==> config.mk <==
export PLATFORM = sky130hd
export DESIGN_NAME = shift_receiver
export DESIGN_NICKNAME = d
export VERILOG_FILES = /design/src/rtl/shift_receiver.sv
export SDC_FILE = /design/constraint.sdc
export NUM_CORES = 1
export LEC_CHECK = 0
export CAP_MARGIN = 20
export CORE_AREA = 2 2 56 58
export DETAILED_ROUTE_END_ITERATION = 16
export DIE_AREA = 0 0 58 60
export HOLD_SLACK_MARGIN = 0.05
export PLACE_DENSITY_LB_ADDON = 0.25
export SLEW_MARGIN = 5
export SYNTH_ARGS = -nofsm -noshare
export SYNTH_HDL_FRONTEND = slang
export SYNTH_SLANG_ARGS = --single-unit
==> constraint.sdc <==
create_clock -name C -period 3.9 [get_ports C]
set_input_delay 1.17 -clock C [delete_from_list [all_inputs] [get_ports C]]
set_output_delay 1.17 -clock C [all_outputs]
set_load 0.02 [all_outputs]
==> src/rtl/shift_receiver.sv <==
// -----------------------------------------------------------------------------
// shift_receiver
//
// Serial-to-parallel receiver. MSB-first bits are framed by F. Completed words
// go into a 2-entry FIFO that is drained through a valid/ready handshake.
//
// Optional feature: define SHIFT_RECEIVER_PARITY_EN to require one even-parity
// bit after the W data bits. A word with a bad parity bit is dropped and ERR
// pulses.
//
// Parameters:
//   W    data word width in bits (W >= 2)
//
// Ports:
//   C    in   clock, rising edge active
//   nR   in   synchronous active-low reset
//   SI   in   serial data bit
//   SV   in   SI valid; a bit is consumed only on edges where SV=1
//   F    in   frame start; F=1 together with SV=1 marks the MSB of a word
//   Q    out  [W-1:0] head word of the FIFO, all zeros when the FIFO is empty
//   nQ   out  [W-1:0] bitwise complement of Q
//   QV   out  Q holds a valid word
//   QR   in   consumer ready; the head word pops when QV=1 and QR=1
//   OVF  out  sticky overflow flag, cleared only by reset
//   ERR  out  one-cycle framing/parity error pulse
// -----------------------------------------------------------------------------
module shift_receiver #(
  parameter int W = 4
) (
  input  logic         C,
  input  logic         nR,
  input  logic         SI,
  input  logic         SV,
  input  logic         F,
  output logic [W-1:0] Q,
  output logic [W-1:0] nQ,
  output logic         QV,
  input  logic         QR,
  output logic         OVF,
  output logic         ERR
);

  localparam int CW = $clog2(W + 1);

`ifdef SHIFT_RECEIVER_PARITY_EN
  typedef enum logic [1:0] {IDLE, SHIFT, PARITY} state_t;
`else
  typedef enum logic [1:0] {IDLE, SHIFT} state_t;
`endif

  state_t         state_q, state_d;
  logic [W-1:0]   shreg_q, shreg_d;
  logic [CW-1:0]  cnt_q,   cnt_d;
  logic           err_q,   err_d;
  logic           ovf_q,   ovf_d;
  logic [W-1:0]   mem0_q,  mem0_d;   // head entry
  logic [W-1:0]   mem1_q,  mem1_d;
  logic [1:0]     fill_q,  fill_d;

  logic [W-1:0]   shifted;
  logic [W-1:0]   word;
  logic           push;
  logic           pop;

  assign shifted = {shreg_q[W-2:0], SI};

  // Framing FSM: next state, shift register and completed-word strobe.
  always_comb begin
    // NOTE: every signal gets a default before any branch, so no path can
    // leave it unassigned and infer a latch.
    state_d = state_q;
    shreg_d = shreg_q;
    cnt_d   = cnt_q;
    err_d   = 1'b0;
    push    = 1'b0;
    word    = shreg_q;

    if (SV) begin
      if (F) begin
        // A frame start always restarts the word; it is an error only when
        // it cuts a word short.
        err_d   = (state_q != IDLE);
        state_d = SHIFT;
        shreg_d = {{(W-1){1'b0}}, SI};
        cnt_d   = CW'(1);
      end else begin
        case (state_q)
          IDLE: ;  // stray bits outside a frame are ignored
          SHIFT: begin
            shreg_d = shifted;
            cnt_d   = cnt_q + CW'(1);
            if (cnt_q == CW'(W - 1)) begin
`ifdef SHIFT_RECEIVER_PARITY_EN
              state_d = PARITY;
`else
              state_d = IDLE;
              cnt_d   = '0;
              push    = 1'b1;
              word    = shifted;
`endif
            end
          end
`ifdef SHIFT_RECEIVER_PARITY_EN
          PARITY: begin
            // Even parity: data bits XOR parity bit must be zero.
            state_d = IDLE;
            cnt_d   = '0;
            if (^{shreg_q, SI} == 1'b0) push  = 1'b1;
            else                        err_d = 1'b1;
          end
`endif
          default: begin
            state_d = IDLE;
            cnt_d   = '0;
          end
        endcase
      end
    end
  end

  // Two-entry FIFO; mem0 is always the head, so a pop moves mem1 forward.
  assign QV  = (fill_q != 2'd0);
  assign pop = QV & QR;

  always_comb begin
    mem0_d = mem0_q;
    mem1_d = mem1_q;
    fill_d = fill_q;
    ovf_d  = ovf_q;
    case ({push, pop})
      2'b10: begin
        case (fill_q)
          2'd0:    begin mem0_d = word; fill_d = 2'd1; end
          2'd1:    begin mem1_d = word; fill_d = 2'd2; end
          default: ovf_d = 1'b1;  // full: drop the new word
        endcase
      end
      2'b01: begin
        mem0_d = mem1_q;
        fill_d = fill_q - 2'd1;
      end
      2'b11: begin
        // Fill level is unchanged; the new word lands behind whatever remains.
        if (fill_q == 2'd1) begin
          mem0_d = word;
        end else begin
          mem0_d = mem1_q;
          mem1_d = word;
        end
      end
      default: ;
    endcase
  end

  always_ff @(posedge C) begin
    // NOTE: sequential state uses non-blocking assignments so every register
    // samples the pre-edge values regardless of statement order.
    if (!nR) begin
      state_q <= IDLE;
      shreg_q <= '0;
      cnt_q   <= '0;
      err_q   <= 1'b0;
      ovf_q   <= 1'b0;
      fill_q  <= 2'd0;
      // NOTE: the FIFO data registers are cleared too; Q is masked by QV
      // anyway, but this keeps them free of X after reset at negligible cost.
      mem0_q  <= '0;
      mem1_q  <= '0;
    end else begin
      state_q <= state_d;
      shreg_q <= shreg_d;
      cnt_q   <= cnt_d;
      err_q   <= err_d;
      ovf_q   <= ovf_d;
      fill_q  <= fill_d;
      mem0_q  <= mem0_d;
      mem1_q  <= mem1_d;
    end
  end

  assign Q   = QV ? mem0_q : '0;
  assign nQ  = ~Q;
  assign OVF = ovf_q;
  assign ERR = err_q;

endmodule

Yosys cells after proc, flatten, opt, wreduce, memory -nomap -nowiden --
Index checks and enable logic that the tools add are counted.
Storage, ports and cells: flip-flop bits (word level) 21, input bits 6, output and inout port bits 11, logic and storage cells 65
Operators by class: add/sub/neg operators 2, eq/ne operators 11, mux-type cells 24, bitwise gates (word level) 3, reduce and logical (&&, ||, !) cells 17
Operators with widths (count):
- 4-bit 2-to-1 mux | 10
- 2-bit one-hot mux with 2 select lines | 3
- 4-bit one-hot mux with 3 select lines | 1
- 2-bit AND reduction | 6
- 2-bit nonzero test | 5
- 4-bit one-hot mux with 2 select lines | 1
- 2-bit by 1-bit == test with 1-bit output, second input constant | 3
- 3-bit 2-to-1 mux | 2
- 2-bit != test, second input constant | 3
- 3-bit != test, second input constant | 2
- 3-bit one-hot mux with 2 select lines | 1
- 3-bit AND reduction | 2
- 2-bit == test, second input constant | 2
- 2-bit logical NOT | 2
- 1-bit 2-to-1 mux | 4
- 2-bit 2-to-1 mux | 2
- 4-bit inverter | 1
- 3-bit by 1-bit adder with 3-bit output, second input constant | 1
- 3-bit by 2-bit == test with 1-bit output, second input constant | 1
- 3-bit nonzero test | 1
- 2-bit OR reduction | 1
- 2-bit by 1-bit subtractor with 2-bit output, second input constant | 1
- 1-bit bitwise AND | 1
- 1-bit inverter | 1

Longest topological paths before layout --
depth in word-level cells 8, mapped depth 7, depth with buffers taken out 6

Least setup slack after synthesis --
OpenSTA, ideal clock, no wires.
path kind register -> output, start register fill_q[0], end output port Q[0], data arrival time 1.218 ns, required time 2.730 ns, setup slack 1.512 ns, cell stages (with the launch flop) 6, buffers on the path 0, cells stage by stage dfxtp_1 inv_1 ha_1 inv_2 nand2_1 inv_1
On the way: word-level cells in the longest chain between the ends 2
Ends and longest elaborated chain:
- start, declared | RTL line 58 | logic [1:0] fill_q, fill_d;
- start signal, assigned | RTL line 175 | fill_q <= fill_d;
- 2-bit nonzero test | RTL line 122 | assign QV = (fill_q != 2'd0);
- via QV | RTL line 37 | output logic QV,
- 4-bit 2-to-1 mux | RTL line 181 | assign Q = QV ? mem0_q : '0;
- end, declared | RTL line 35 | output logic [W-1:0] Q,
The timed path passes the listed nets, and every way through them passes these cells.

Final worst setup path --
start register fill_q[0], end output port Q[2]
On the way: word-level cells in the longest chain between the ends 2
Ends and longest elaborated chain (RTL line):
- 2-bit nonzero test | 122
- 4-bit 2-to-1 mux | 181
No other way between the ends.

==> metrics.txt <==
outcome finished clean; DP Worst Slack 0.9642 ns; slew at the pin with the worst max-slew slack 0.6863 ns; Setup TNS 0 ns; clk_lat worst skew 0.30 ns; CTS tree yes; Pre-antenna DRT Iters 4; Ports 17; xor/xnor share of the synthesized area 2.411%; area occupied by multi-input gates 636.9 sq um; Synth Register Bits 19; setup violators final 0; Placer Congestion 0.8638; crit path max fanout 9; Post-Synth Adder-Cell Area 3.444%; async set-reset flop share out of synthesis 0%; kind of critical path flip-flop to output port; Syn-to-layout area delta 17.34%; Post-Route Utilization 44.05%; multiplexer area fraction after synthesis 0.9185%; Port Buffers 16; Starting DRT DRC Count 40; Synth top area share 34.90%; die footprint 0.003480 sq mm; TritonCTS Buffers 3; Storage cell area 380.4 sq um; Syn Area/Cell 8.514 sq um; Post-DP HPWL 1655 microns; total number of vias 982; largest family of logic cells by synthesized area compound AO/OA/AOI/OAI gates; top post-synthesis cells by area dfxtp_1, o221ai_1, nand3_1; clock skew 0.002272 ns; post_cts resized 0; maximum clock frequency 322.0 MHz; Yosys warning count 0; Post-Syn Nets 137; fin crit share 79.63%; GRT Util Overall 14.30%; first-pass GRT wire length 3788 microns; area leader, netlist dfxtp_1; Max-Cap Viols 0; gr ovfl total 0; Die X-Extent 58 microns; Synth cell types 41; CTS Sinks 19; Netlist Area Pre-Place 0.001090 sq mm; Max VDD drop 321.5 uV; setup ws final 0.7945 ns; Clock H-tree levels 1; pin count of the biggest net entering global routing 20; Wirelength per Cell 12.71 microns; Longest Clk Path Bufs 2; RSZ-0062 raised after global routing no; Arr. time, crit path 1.94 ns; CP required 2.73 ns; post-CTS setup buffers 0; CP Capture Type output port; min Tclk post-route 3.105 ns; WL final 2212 microns; Nets 151; Top FF cell, synth dfxtp_1; Synth Area in Compound Gates 26.41%; post-synthesis sequential area ratio 34.90%; via/cell ratio 5.644; clock root buffer clkbuf_4; Core ar. 0.002903 sq mm; layout cells sized above 1 9.220%; Routed Antenna Nets 0; Vert. Die Dim 60 microns; cts hold-fix bufs 0; vias in the first global route 820; # DRC 0; FP Rows 20; Cells after Synth 128; kind of start point of the critical path flip-flop; Pins Over Slew Limit 0; clock-pin slew on the worst setup and hold paths 0.11 ns; initial core utilization 37.54%; count of final hold-check violations 0; n_diodes 0; Hold WC Path Type flip-flop to flip-flop; max_slew headroom 54.15%; initial antenna violation count 0; Power Dens Cells 512.2 mW/mm^2; Pleak 0.0004623 uW; Layout fillers 299; Post-Synth Simple-Gate Area 25.26%; Post-synth EDFFs 0
-- per-layer routing --
metal,track usage (%),part of all wire (%),vias to the layer above
li1,-,-,492
met1,17.51,43,452
met2,24.68,49,34
met3,3.896,7.3,4
met4,3.987,0.95,0
met5,0,0,-
-- synth_stat cells, types with 4 or more instances --
master and count:
a21oi_1 4, buf_2 4, dfxtp_1 19, inv_1 8
nand2_1 10, nand2b_1 5, nand3_1 8, nor2b_1 5
nor3_1 4, o21ai_0 8, o221ai_1 5, o22ai_1 4
-- critical path, stage by stage (launching register included) --
cell             delay [ns]
dfxtp_1                0.38
inv_1                  0.08
ha_1                   0.28
inv_2                  0.17
nand2_1                0.09
inv_1                  0.05
clkdlybuf4s50_1        0.59
-- registers in the layout (all words and copies together) (netlist names) --
signal,cells
fill_q,2
ERR,1
state_q,1
cnt_q,3
OVF,1
shreg_q,3
mem1_q,4
mem0_q,4
-- logic make-up (layout without fill, tap and decap cells) --
| group | after synthesis | after routing |
|---|---|---|
| flops | 19 | 19 |
| xor+xnor | 3 | 3 |
| fa+ha+maj | 3 | 3 |
| simple gates | 45 | 45 |
| buf+inv | 16 | 29 |
| mux | 1 | 1 |
| compound gates | 41 | 41 |
-- final cells by class --
class / instances / share of cell area, %
Clock buffer: 4 / 2.055
Inverter: 9 / 2.642
Multi-Input combinational cell: 93 / 49.80
Sequential cell: 19 / 29.75
Tap cell: 33 / 3.229
Timing Repair Buffer: 16 / 12.52
-- power by group --
part / leakage, uW / switching [uW] / total [uW] / internal, uW
Clock: 0.0000150 / 60.0 / 99.8 / 39.8
Sequential: 0.000154 / 16.0 / 234 / 217
Combinational: 0.000293 / 188 / 322 / 134
-- worst paths after layout --
kind             start   endpoint  slack, ns  cells after the start
min reg2reg   cnt_q[2]   cnt_q[2]       0.46                      2
max reg2reg  fill_q[0]  mem0_q[1]       1.98                      6
min           cnt_q[2]   cnt_q[2]       0.46                      2
max          fill_q[0]       Q[2]       0.79                      6
-- per-stage QoR --
stage,total power [uW],instance area [sq um],cells,hold WS (ns)
6_report,654.9,1279,174,0.4551
5_1_grt,706.5,1279,174,0.4903
4_1_cts,661.7,1279,174,0.4555
3_5_place_dp,563.1,1252,170,0.4374
3_3_place_gp,555.5,1252,170,0.4351
2_1_floorplan,480.8,1090,128,0.4260
-- cells in the final DEF, fill, tap and decap left out, drive strengths merged, types with 4 or more instances in the layout --
cell type      count
dfxtp             19
clkdlybuf4s50     16
nand2             10
o21ai             10
inv                9
nand3              8
nor2b              5
nand2b             5
o221ai             5
nor3               5
a21boi             5
o22ai              4
a21oi              4
a211oi             4
clkbuf             4
(Power assumes the default switching activity.)
